[src/rtl/seg7_pkg.sv]
// Shared definitions for seven-segment stream blocks: segment patterns,
// compact character codes, decoder FSM states and the expected message frame.
package seg7_pkg;

  // Segment patterns as seen on the pins, {dp,a,b,c,d,e,f,g}
  localparam logic [7:0] SEG_BLANK = 8'h00;
  localparam logic [7:0] SEG_DP    = 8'h80;
  localparam logic [7:0] SEG_S     = 8'h5B;
  localparam logic [7:0] SEG_E     = 8'h4F;
  localparam logic [7:0] SEG_N     = 8'h15;
  localparam logic [7:0] SEG_O     = 8'h7E;
  localparam logic [7:0] SEG_L     = 8'h0E;
  localparam logic [7:0] SEG_G     = 8'h5F;
  localparam logic [7:0] SEG_U     = 8'h3E;

  // Compact character codes
  localparam logic [3:0] CHAR_BLANK = 4'h0;
  localparam logic [3:0] CHAR_DP    = 4'h1;
  localparam logic [3:0] CHAR_S     = 4'h2;
  localparam logic [3:0] CHAR_E     = 4'h3;
  localparam logic [3:0] CHAR_N     = 4'h4;
  localparam logic [3:0] CHAR_O     = 4'h5;
  localparam logic [3:0] CHAR_L     = 4'h6;
  localparam logic [3:0] CHAR_G     = 4'h7;
  localparam logic [3:0] CHAR_U     = 4'h8;
  localparam logic [3:0] CHAR_UNK   = 4'hF;

  typedef enum logic {HUNT, TRACK} state_e;

  localparam int unsigned MSG_LEN  = 14;
  localparam logic [3:0]  POS_LAST = 4'(MSG_LEN - 1);

  // Expected character at each frame position: "dp S E n O L G U L G O n U L"
  function automatic logic [3:0] exp_char(input logic [3:0] pos);
    logic [3:0] c;
    case (pos)
      4'd0:    c = CHAR_DP;
      4'd1:    c = CHAR_S;
      4'd2:    c = CHAR_E;
      4'd3:    c = CHAR_N;
      4'd4:    c = CHAR_O;
      4'd5:    c = CHAR_L;
      4'd6:    c = CHAR_G;
      4'd7:    c = CHAR_U;
      4'd8:    c = CHAR_L;
      4'd9:    c = CHAR_G;
      4'd10:   c = CHAR_O;
      4'd11:   c = CHAR_N;
      4'd12:   c = CHAR_U;
      4'd13:   c = CHAR_L;
      default: c = CHAR_UNK;
    endcase
    return c;
  endfunction

endpackage

[src/rtl/seg7_char_lut.sv]
// Combinational segment-pattern to character-code lookup. Exact match only;
// anything unrecognised maps to CHAR_UNK.
module seg7_char_lut
  import seg7_pkg::*;
(
  input  logic [7:0] seg,
  output logic [3:0] code
);

  // Pattern decode
  always_comb begin
    code = CHAR_UNK;
    case (seg)
      SEG_BLANK: code = CHAR_BLANK;
      SEG_DP:    code = CHAR_DP;
      SEG_S:     code = CHAR_S;
      SEG_E:     code = CHAR_E;
      SEG_N:     code = CHAR_N;
      SEG_O:     code = CHAR_O;
      SEG_L:     code = CHAR_L;
      SEG_G:     code = CHAR_G;
      SEG_U:     code = CHAR_U;
      default:   code = CHAR_UNK;
    endcase
  end

endmodule

[src/rtl/seg7_stream_decoder.sv]
// Seven-segment stream decoder: decodes sampled segment patterns, tracks the
// 14-symbol message frame, reports lock, frame completion and error count.
// Optional SEG_SYNC_EN: 2-flop input synchronizer (adds 2 cycles of latency).
module seg7_stream_decoder
  import seg7_pkg::*;
#(
  parameter int unsigned ERR_W       = 8,
  parameter int unsigned LOCK_FRAMES = 1
) (
  input  logic             clk,
  input  logic             rst_n,
  input  logic [7:0]       seg_in,
  input  logic             seg_valid,
  output logic [3:0]       char_out,
  output logic             char_valid,
  output logic             locked,
  output logic             frame_done,
  output logic [ERR_W-1:0] err_cnt
);

  localparam logic [1:0] LockTgt = 2'(LOCK_FRAMES);

  logic [7:0] smp_seg;
  logic       smp_valid;

`ifdef SEG_SYNC_EN
  logic [7:0] seg_s1_q, seg_s2_q;
  logic       valid_s1_q, valid_s2_q;

  // Two-flop synchronizer on pattern and strobe together
  always_ff @(posedge clk or negedge rst_n) begin
    if (!rst_n) begin
      seg_s1_q   <= '0;
      seg_s2_q   <= '0;
      valid_s1_q <= 1'b0;
      valid_s2_q <= 1'b0;
    end else begin
      seg_s1_q   <= seg_in;
      seg_s2_q   <= seg_s1_q;
      valid_s1_q <= seg_valid;
      valid_s2_q <= valid_s1_q;
    end
  end

  assign smp_seg   = seg_s2_q;
  assign smp_valid = valid_s2_q;
`else
  assign smp_seg   = seg_in;
  assign smp_valid = seg_valid;
`endif

  logic [3:0] code;

  seg7_char_lut u_lut (
    .seg  (smp_seg),
    .code (code)
  );

  state_e           state_q, state_d;
  logic [3:0]       pos_q, pos_d;
  logic [1:0]       frames_q, frames_d;
  logic [ERR_W-1:0] err_q, err_d;
  logic [3:0]       char_q, char_d;
  logic             char_valid_q, char_valid_d;
  logic             locked_q, locked_d;
  logic             frame_done_q, frame_done_d;
  logic [1:0]       frames_inc;

  // Frame counter saturates at the lock threshold
  assign frames_inc = (frames_q >= LockTgt) ? LockTgt : frames_q + 2'd1;

  // Next-state: decode result drives the frame tracker
  always_comb begin
    state_d      = state_q;
    pos_d        = pos_q;
    frames_d     = frames_q;
    err_d        = err_q;
    char_d       = char_q;
    locked_d     = locked_q;
    char_valid_d = 1'b0;
    frame_done_d = 1'b0;
    if (smp_valid) begin
      char_d       = code;
      char_valid_d = 1'b1;
      case (state_q)
        HUNT: begin
          if (code == CHAR_DP) begin
            state_d = TRACK;
            pos_d   = 4'd1;
          end else if (code == CHAR_UNK && err_q != '1) begin
            err_d = err_q + ERR_W'(1);
          end
        end
        TRACK: begin
          if (code == exp_char(pos_q)) begin
            if (pos_q == POS_LAST) begin
              frame_done_d = 1'b1;
              pos_d        = 4'd0;
              frames_d     = frames_inc;
              if (frames_inc >= LockTgt) locked_d = 1'b1;
            end else begin
              pos_d = pos_q + 4'd1;
            end
          end else begin
            if (err_q != '1) err_d = err_q + ERR_W'(1);
            locked_d = 1'b0;
            frames_d = 2'd0;
            // A stray dp is treated as the start of a new frame
            if (code == CHAR_DP) begin
              pos_d = 4'd1;
            end else begin
              state_d = HUNT;
              pos_d   = 4'd0;
            end
          end
        end
        default: begin
          state_d = HUNT;
          pos_d   = 4'd0;
        end
      endcase
    end
  end

  // State and output registers
  always_ff @(posedge clk or negedge rst_n) begin
    if (!rst_n) begin
      state_q      <= HUNT;
      pos_q        <= 4'd0;
      frames_q     <= 2'd0;
      err_q        <= '0;
      char_q       <= 4'd0;
      char_valid_q <= 1'b0;
      locked_q     <= 1'b0;
      frame_done_q <= 1'b0;
    end else begin
      state_q      <= state_d;
      pos_q        <= pos_d;
      frames_q     <= frames_d;
      err_q        <= err_d;
      char_q       <= char_d;
      char_valid_q <= char_valid_d;
      locked_q     <= locked_d;
      frame_done_q <= frame_done_d;
    end
  end

  assign char_out   = char_q;
  assign char_valid = char_valid_q;
  assign locked     = locked_q;
  assign frame_done = frame_done_q;
  assign err_cnt    = err_q;

endmodule

[config.mk]
export PLATFORM = sky130hd
export DESIGN_NAME = seg7_stream_decoder
export DESIGN_NICKNAME = d
export VERILOG_FILES = /design/src/rtl/seg7_pkg.sv /design/src/rtl/seg7_char_lut.sv /design/src/rtl/seg7_stream_decoder.sv
export SDC_FILE = /design/constraint.sdc
export NUM_CORES = 1
export LEC_CHECK = 0
export ABC_AREA = 1
export CAP_MARGIN = 25
export CORE_MARGIN = 1.5
export CORE_UTILIZATION = 57
export DETAILED_ROUTE_END_ITERATION = 7
export PLACE_DENSITY_LB_ADDON = 0.1
export SLEW_MARGIN = 10
export SYNTH_ARGS = -nofsm -noshare
export SYNTH_HDL_FRONTEND = slang
export SYNTH_HIERARCHICAL = 1
export SYNTH_SLANG_ARGS = --single-unit
[constraint.sdc]
create_clock -name clk -period 2.66 [get_ports clk]
set_input_delay 0.665 -clock clk [delete_from_list [all_inputs] [get_ports clk]]
set_output_delay 0.665 -clock clk [all_outputs]
set_load 0.01 [all_outputs]
==> impl_metrics.ini, run 1 <==
[synthesis]
synth_nets = 244
avgSynthCellArea_um2 = 6.93
ys_ff_latch = 22
synthesis.area_mm2 = 0.00157
synth_cell_types = 26
synth_seq_area_share = 0.352
syn_inst = 226
yosys_warnings = 6

[placed_design]
place_congestion = 0.792
pre_cts_slack_ns = -0.263
io_buffers = 25
hpwl_um = 2600

[detailed_routing]
remaining_drc_errors = 0
ant_nets = 0
drt_iter0_drc = 66
viasPerCell = 5.35
num_vias = 1594
drt_pass1_iterations = 4
routed_wl_um = 3610
post_drt_wl_per_cell_um = 12.1

[cts]
h-tree-depth = 1
ctsLongestPathBuffers = 2
cts-root-buf = clkbuf_4
clk_pin_slew_ns = 0.13
numCtsBuffers = 3
cts_sinks = 22
clk_latency_ns = 0.32
cts_tree = done
hold_buffers = 0

[floorplanning]
core_mm2 = 0.00254
io-pin-count = 26
fp-row-count = 18
die-height_um = 55.4
die_w_um = 55.4
die_area_mm2 = 0.00307
start_util = 0.615

[layout]
area.growth.synth_to_final_pct = 32.8
diodes = 0
fillers = 171
finalNetCount = 287
drive_above_1_share = 0.160
layout_common_cells = 79 x nand2_1, 25 x inv_1, 25 x nand3_1
final_common_cell = nand2_1

[critical_path]
timing.critical_path.fanout_max = 6
crit_path_start_kind = primary input
crit_arrival_ns = 2.55
critical_path_class = in -> reg
worst_setup_path_end_kind = register
required_ns = 2.93

[global_route]
grt_use_total = 0.242
grt_pass1_wl_um = 6130
grt_pass1_vias = 1461
grt_max_degree = 23
overflow = 0
antenna_found_initial = 0

[sta]
setup_slack_ns = 0.378
worst_pin_slew_ns = 0.325
rsz0062_at_grt = no
holdWs_ns = 0.490
layout_min_cycle_time_ns = 2.28
period_share = 0.858
fmax_mhz = 438
clock_skew_ns = 0.00484
slew_headroom = 0.782
hold_viol = 0
setup_viol_count_final = 0
setup_tns_ns = 0
drv_slew = 0

[run]
drv_cap = 0

[power]
power.density_mw_per_mm2 = 464
leakagePower_nw = 1.11
power_w = 0.000965
worst_ir_drop_vdd_v = 0.000527

[hold_path]
hold_class = reg -> reg

[outcome]
status = complete, no violations
==> power breakdown <==
| part | switching [W] | internal (W) |
|---|---|---|
| logic | 0.000130 | 0.000147 |
| clock network | 0.000114 | 0.000152 |
| registers | 0.0000464 | 0.000375 |
==> cell type report <==
class | count | area, µm² | share of cell area
sequential | 22 | 551 | 0.265
tap | 30 | 37.5 | 0.0181
inverter | 29 | 109 | 0.0524
clock buffer | 3 | 22.5 | 0.0108
timing repair buffer | 37 | 364 | 0.175
clock inverter | 1 | 30.0 | 0.0144
multi-input combinational | 176 | 965 | 0.464
==> layer usage <==
metal | GRT usage | part of all wire | vias up
li1 | - | - | 811
met1 | 0.316 | 0.47 | 729
met2 | 0.418 | 0.48 | 48
met3 | 0.0328 | 0.045 | 6
met4 | 0.0662 | 0.011 | 0
met5 | 0 | 0 | -
==> critical path, stage by stage <==
cell            delay [ns]
dlymetal6s2s_1        0.17
inv_1                 0.08
nand2_2               0.08
nor2_4                0.04
nand2_1               0.10
nand2_1               0.08
nor2_2                0.10
nand2_2               0.08
nand2_1               0.10
inv_1                 0.08
nor4_1                0.26
nor2_1                0.10
a21oi_4               0.29
buf_6                 0.15
nand3_1               0.06
nand2_1               0.08
==> cells in the mapped netlist <==
| cell type | count | area share |
|---|---|---|
| nand2_1 | 81 | 0.19 |
| inv_1 | 25 | 0.060 |
| nand3_1 | 25 | 0.080 |
| dfrtp_1 | 22 | 0.35 |
| nor2_1 | 14 | 0.034 |
| ha_1 | 7 | 0.056 |
| nand2_2 | 5 | 0.020 |
| o21ai_0 | 5 | 0.016 |
| o21ai_1 | 5 | 0.016 |
| inv_2 | 4 | 0.0096 |
| nor3_1 | 4 | 0.013 |
| nand4_1 | 3 | 0.012 |
| nor2_2 | 3 | 0.012 |
| nor2_4 | 3 | 0.022 |
| xnor2_1 | 3 | 0.017 |
| xor2_1 | 3 | 0.017 |
| a21oi_1 | 2 | 0.0064 |
| nand3b_1 | 2 | 0.0096 |
| nor4_1 | 2 | 0.0080 |
| o211ai_1 | 2 | 0.0096 |
| a21oi_2 | 1 | 0.0056 |
| buf_2 | 1 | 0.0032 |
| nand2_4 | 1 | 0.0072 |
| nand3_2 | 1 | 0.0064 |
| nand3_4 | 1 | 0.011 |
| nor2b_1 | 1 | 0.0040 |
==> through the flow <==
stage	cell area, µm²	std cells	util
2_1_floorplan	1570	226	-
3_3_place_gp	1930	291	0.759
3_5_place_dp	1930	291	0.759
4_1_cts	1980	295	0.779
5_1_grt	2080	298	0.817
6_report	2080	298	0.817
==> worst paths after layout <==
path                           start          to  slack [ns]  cells after the start
hold / removal                locked      locked        0.49                      2
max in group asynchronous      rst_n     state_q        1.77                      2
min in group asynchronous      rst_n    pos_q[1]        0.67                      2
setup / recovery           seg_in[0]  err_cnt[1]        0.38                     16
setup reg to reg            pos_q[0]  err_cnt[4]        0.70                     11
hold reg to reg               locked      locked        0.49                      2
==> registers in the layout, summed over array words and instances, names as in the netlist <==
register,count
char_out,4
char_valid,1
err_cnt,8
frame_done,1
frames_q,2
locked,1
pos_q,4
state_q,1
==> logic make-up (layout without fill, tap and decap cells) <==
logic type | count (synthesis) | after routing | share of synthesized area
adder cells (fa/ha/maj) | 7 | 7 | 0.0560
flip-flops | 22 | 22 | 0.352
AO/OA/AOI/OAI | 15 | 15 | 0.0536
AND/OR/NAND/NOR | 146 | 148 | 0.432
XOR/XNOR | 6 | 6 | 0.0336
buffers and inverters | 30 | 70 | 0.0727
==> what timing repair did <==
action | 4_1_cts | 5_1_grt
gates resized for setup | 0 | 19
setup buffers | 0 | 1
setup endpoints to repair | 0 | 16
No activity file was read; power rests on OpenSTA's default activity.
==> run 2: changes to the inputs <==
--- a/config.mk
+++ b/config.mk
@@ -6,7 +6,6 @@
 export NUM_CORES = 1
 export LEC_CHECK = 0
 export ABC_AREA = 1
-export CAP_MARGIN = 25
 export CORE_MARGIN = 1.5
 export CORE_UTILIZATION = 57
 export DETAILED_ROUTE_END_ITERATION = 7
==> results of run 2 <==
Final layout, timing and power as in run 1 (identical DEF).
==> run 3: changes to the inputs <==
==> constraint.sdc (replaced) <==
create_clock -name clk -period 2.66 [get_ports clk]
set_input_delay 0.798 -clock clk [delete_from_list [all_inputs] [get_ports clk]]
set_output_delay 0.798 -clock clk [all_outputs]
set_load 0.01 [all_outputs]
==> impl_metrics.ini, run 3 (synthesized netlist as in run 1, its figures left out) <==
[detailed_routing]
num_vias = 1586
routed_wl_um = 3670
remaining_drc_errors = 0
drt_pass1_iterations = 4
ant_nets = 0
viasPerCell = 5.25
drt_iter0_drc = 78
post_drt_wl_per_cell_um = 12.2

[sta]
fmax_mhz = 415
layout_min_cycle_time_ns = 2.41
worst_pin_slew_ns = 0.325
slew_headroom = 0.782
setup_viol_count_final = 0
drv_slew = 0
rsz0062_at_grt = no
period_share = 0.905
holdWs_ns = 0.488
setup_slack_ns = 0.252
clock_skew_ns = 0.0102
hold_viol = 0

[layout]
layout.cells.non_filler = 302
fillers = 170
largest_reg_flops = 8
final_util = 0.821
area.growth.synth_to_final_pct = 33.4
finalNetCount = 291
final_common_cell = nand2_1
layout_common_cells = 78 x nand2_1, 25 x inv_1, 25 x nand3_1
diodes = 0
drive_above_1_share = 0.169

[global_route]
grt_pass1_wl_um = 6090
grt_use_total = 0.243
grt_max_degree = 23
overflow = 0
grt_pass1_vias = 1452
antenna_found_initial = 0

[floorplanning]
fp-row-count = 18
start_util = 0.615
die_area_mm2 = 0.00307
die-height_um = 55.4
core_mm2 = 0.00254
die_w_um = 55.4
io-pin-count = 26

[critical_path]
crit_path_start_kind = primary input
r2r_cells = 11
startpoint = seg_in[0]
required_ns = 2.87
crit_arrival_ns = 2.62
rr_startpoint = pos_q[0]
worst_setup_path_end_kind = register
timing.critical_path.fanout_max = 5
critical_path_class = in -> reg

[hold_path]
hold_path_depth = 2
hold_class = reg -> reg
hold_start = frames_q[1]

[cts]
cts-root-buf = clkbuf_4
cts_sinks = 22
cts_tree = done
numCtsBuffers = 3
clk_pin_slew_ns = 0.12
ctsLongestPathBuffers = 2
clk_latency_ns = 0.31
h-tree-depth = 1

[power]
power.density_mw_per_mm2 = 461
worst_ir_drop_vdd_v = 0.000511
leakagePower_nw = 1.12

[outcome]
status = complete, no violations

[placed_design]
dp.cells = 291
hpwl_um = 2580
io_buffers = 25
place_congestion = 0.816
pre_cts_slack_ns = -0.401

[run]
drv_cap = 0
run 3: changes by cell type in the layout (fill, tap and decap cells not counted), sizes merged:
cell | before | now
buf | 12 | 16
run 3: layer usage:
metal / vias up / GRT usage / share of wire
met3: 4 / 0.0328 / 0.033
met5: - / 0 / 0
li1: 818 / - / -
met4: 0 / 0.0732 / 0.0068
met2: 37 / 0.406 / 0.52
met1: 727 / 0.327 / 0.44
run 3: stage by stage:
| stage | TNS (ns) | area [µm²] | total power, W |
|---|---|---|---|
| floorplan | 0 | 1570 | 0.000554 |
| global placement | -4.69 | 1930 | 0.000692 |
| detailed placement | -5.45 | 1930 | 0.000698 |
| CTS | -0.00771 | 2010 | 0.000965 |
| global route | 0 | 2090 | 0.00102 |
| finish | 0 | 2090 | 0.000962 |
run 3: repair_timing:
item | in CTS | in global routing
setup endpoints to repair | 8 | 17
cloned | 1 | 1
hold buffers | 0 | 0
pin swaps | 1 | 5
setup buffers | 2 | 3
resized for setup | 1 | 15
run 3: area by class of cell:
cell class | count | area, µm² | share of cell area
repair buffers | 41 | 390 | 0.187
well taps | 30 | 37.5 | 0.0180
inverters | 29 | 109 | 0.0521
clock inverters | 1 | 30.0 | 0.0144
clock buffers | 3 | 22.5 | 0.0108
multi-input cells | 176 | 948 | 0.454
flip-flops and latches | 22 | 551 | 0.264
run 3: critical path, cell delays in order:
cell	delay [ns]
dlymetal6s2s_1	0.17
inv_1	0.09
nand2_2	0.10
nor2_4	0.05
nand2_1	0.09
nand3_2	0.10
nor2_2	0.10
nand2_2	0.08
nand2_2	0.08
inv_1	0.05
buf_4	0.13
nand3_1	0.07
nand2_1	0.09
nor2_4	0.24
buf_4	0.16
o211ai_1	0.09
nand3_1	0.09
nand2_1	0.05
run 3: path summary, 6_finish.rpt:
| kind | slack [ns] | end |
|---|---|---|
| setup / recovery | 0.25 | locked |
| hold / removal | 0.49 | frames_q[1] |
| setup reg to reg | 0.62 | err_cnt[4] |
| hold reg to reg | 0.49 | frames_q[1] |
| max in group asynchronous | 1.62 | locked |
| min in group asynchronous | 0.81 | pos_q[1] |
run 3: report_power, final:
| group | switching, W | internal [W] | leakage (nW) | total (W) |
|---|---|---|---|---|
| clock | 0.000108 | 0.000152 | 0.0279 | 0.000261 |
| combinational | 0.000130 | 0.000148 | 0.821 | 0.000278 |
| sequential | 0.0000479 | 0.000375 | 0.275 | 0.000423 |
| total | 0.000287 | 0.000675 | 1.12 | 0.000962 |
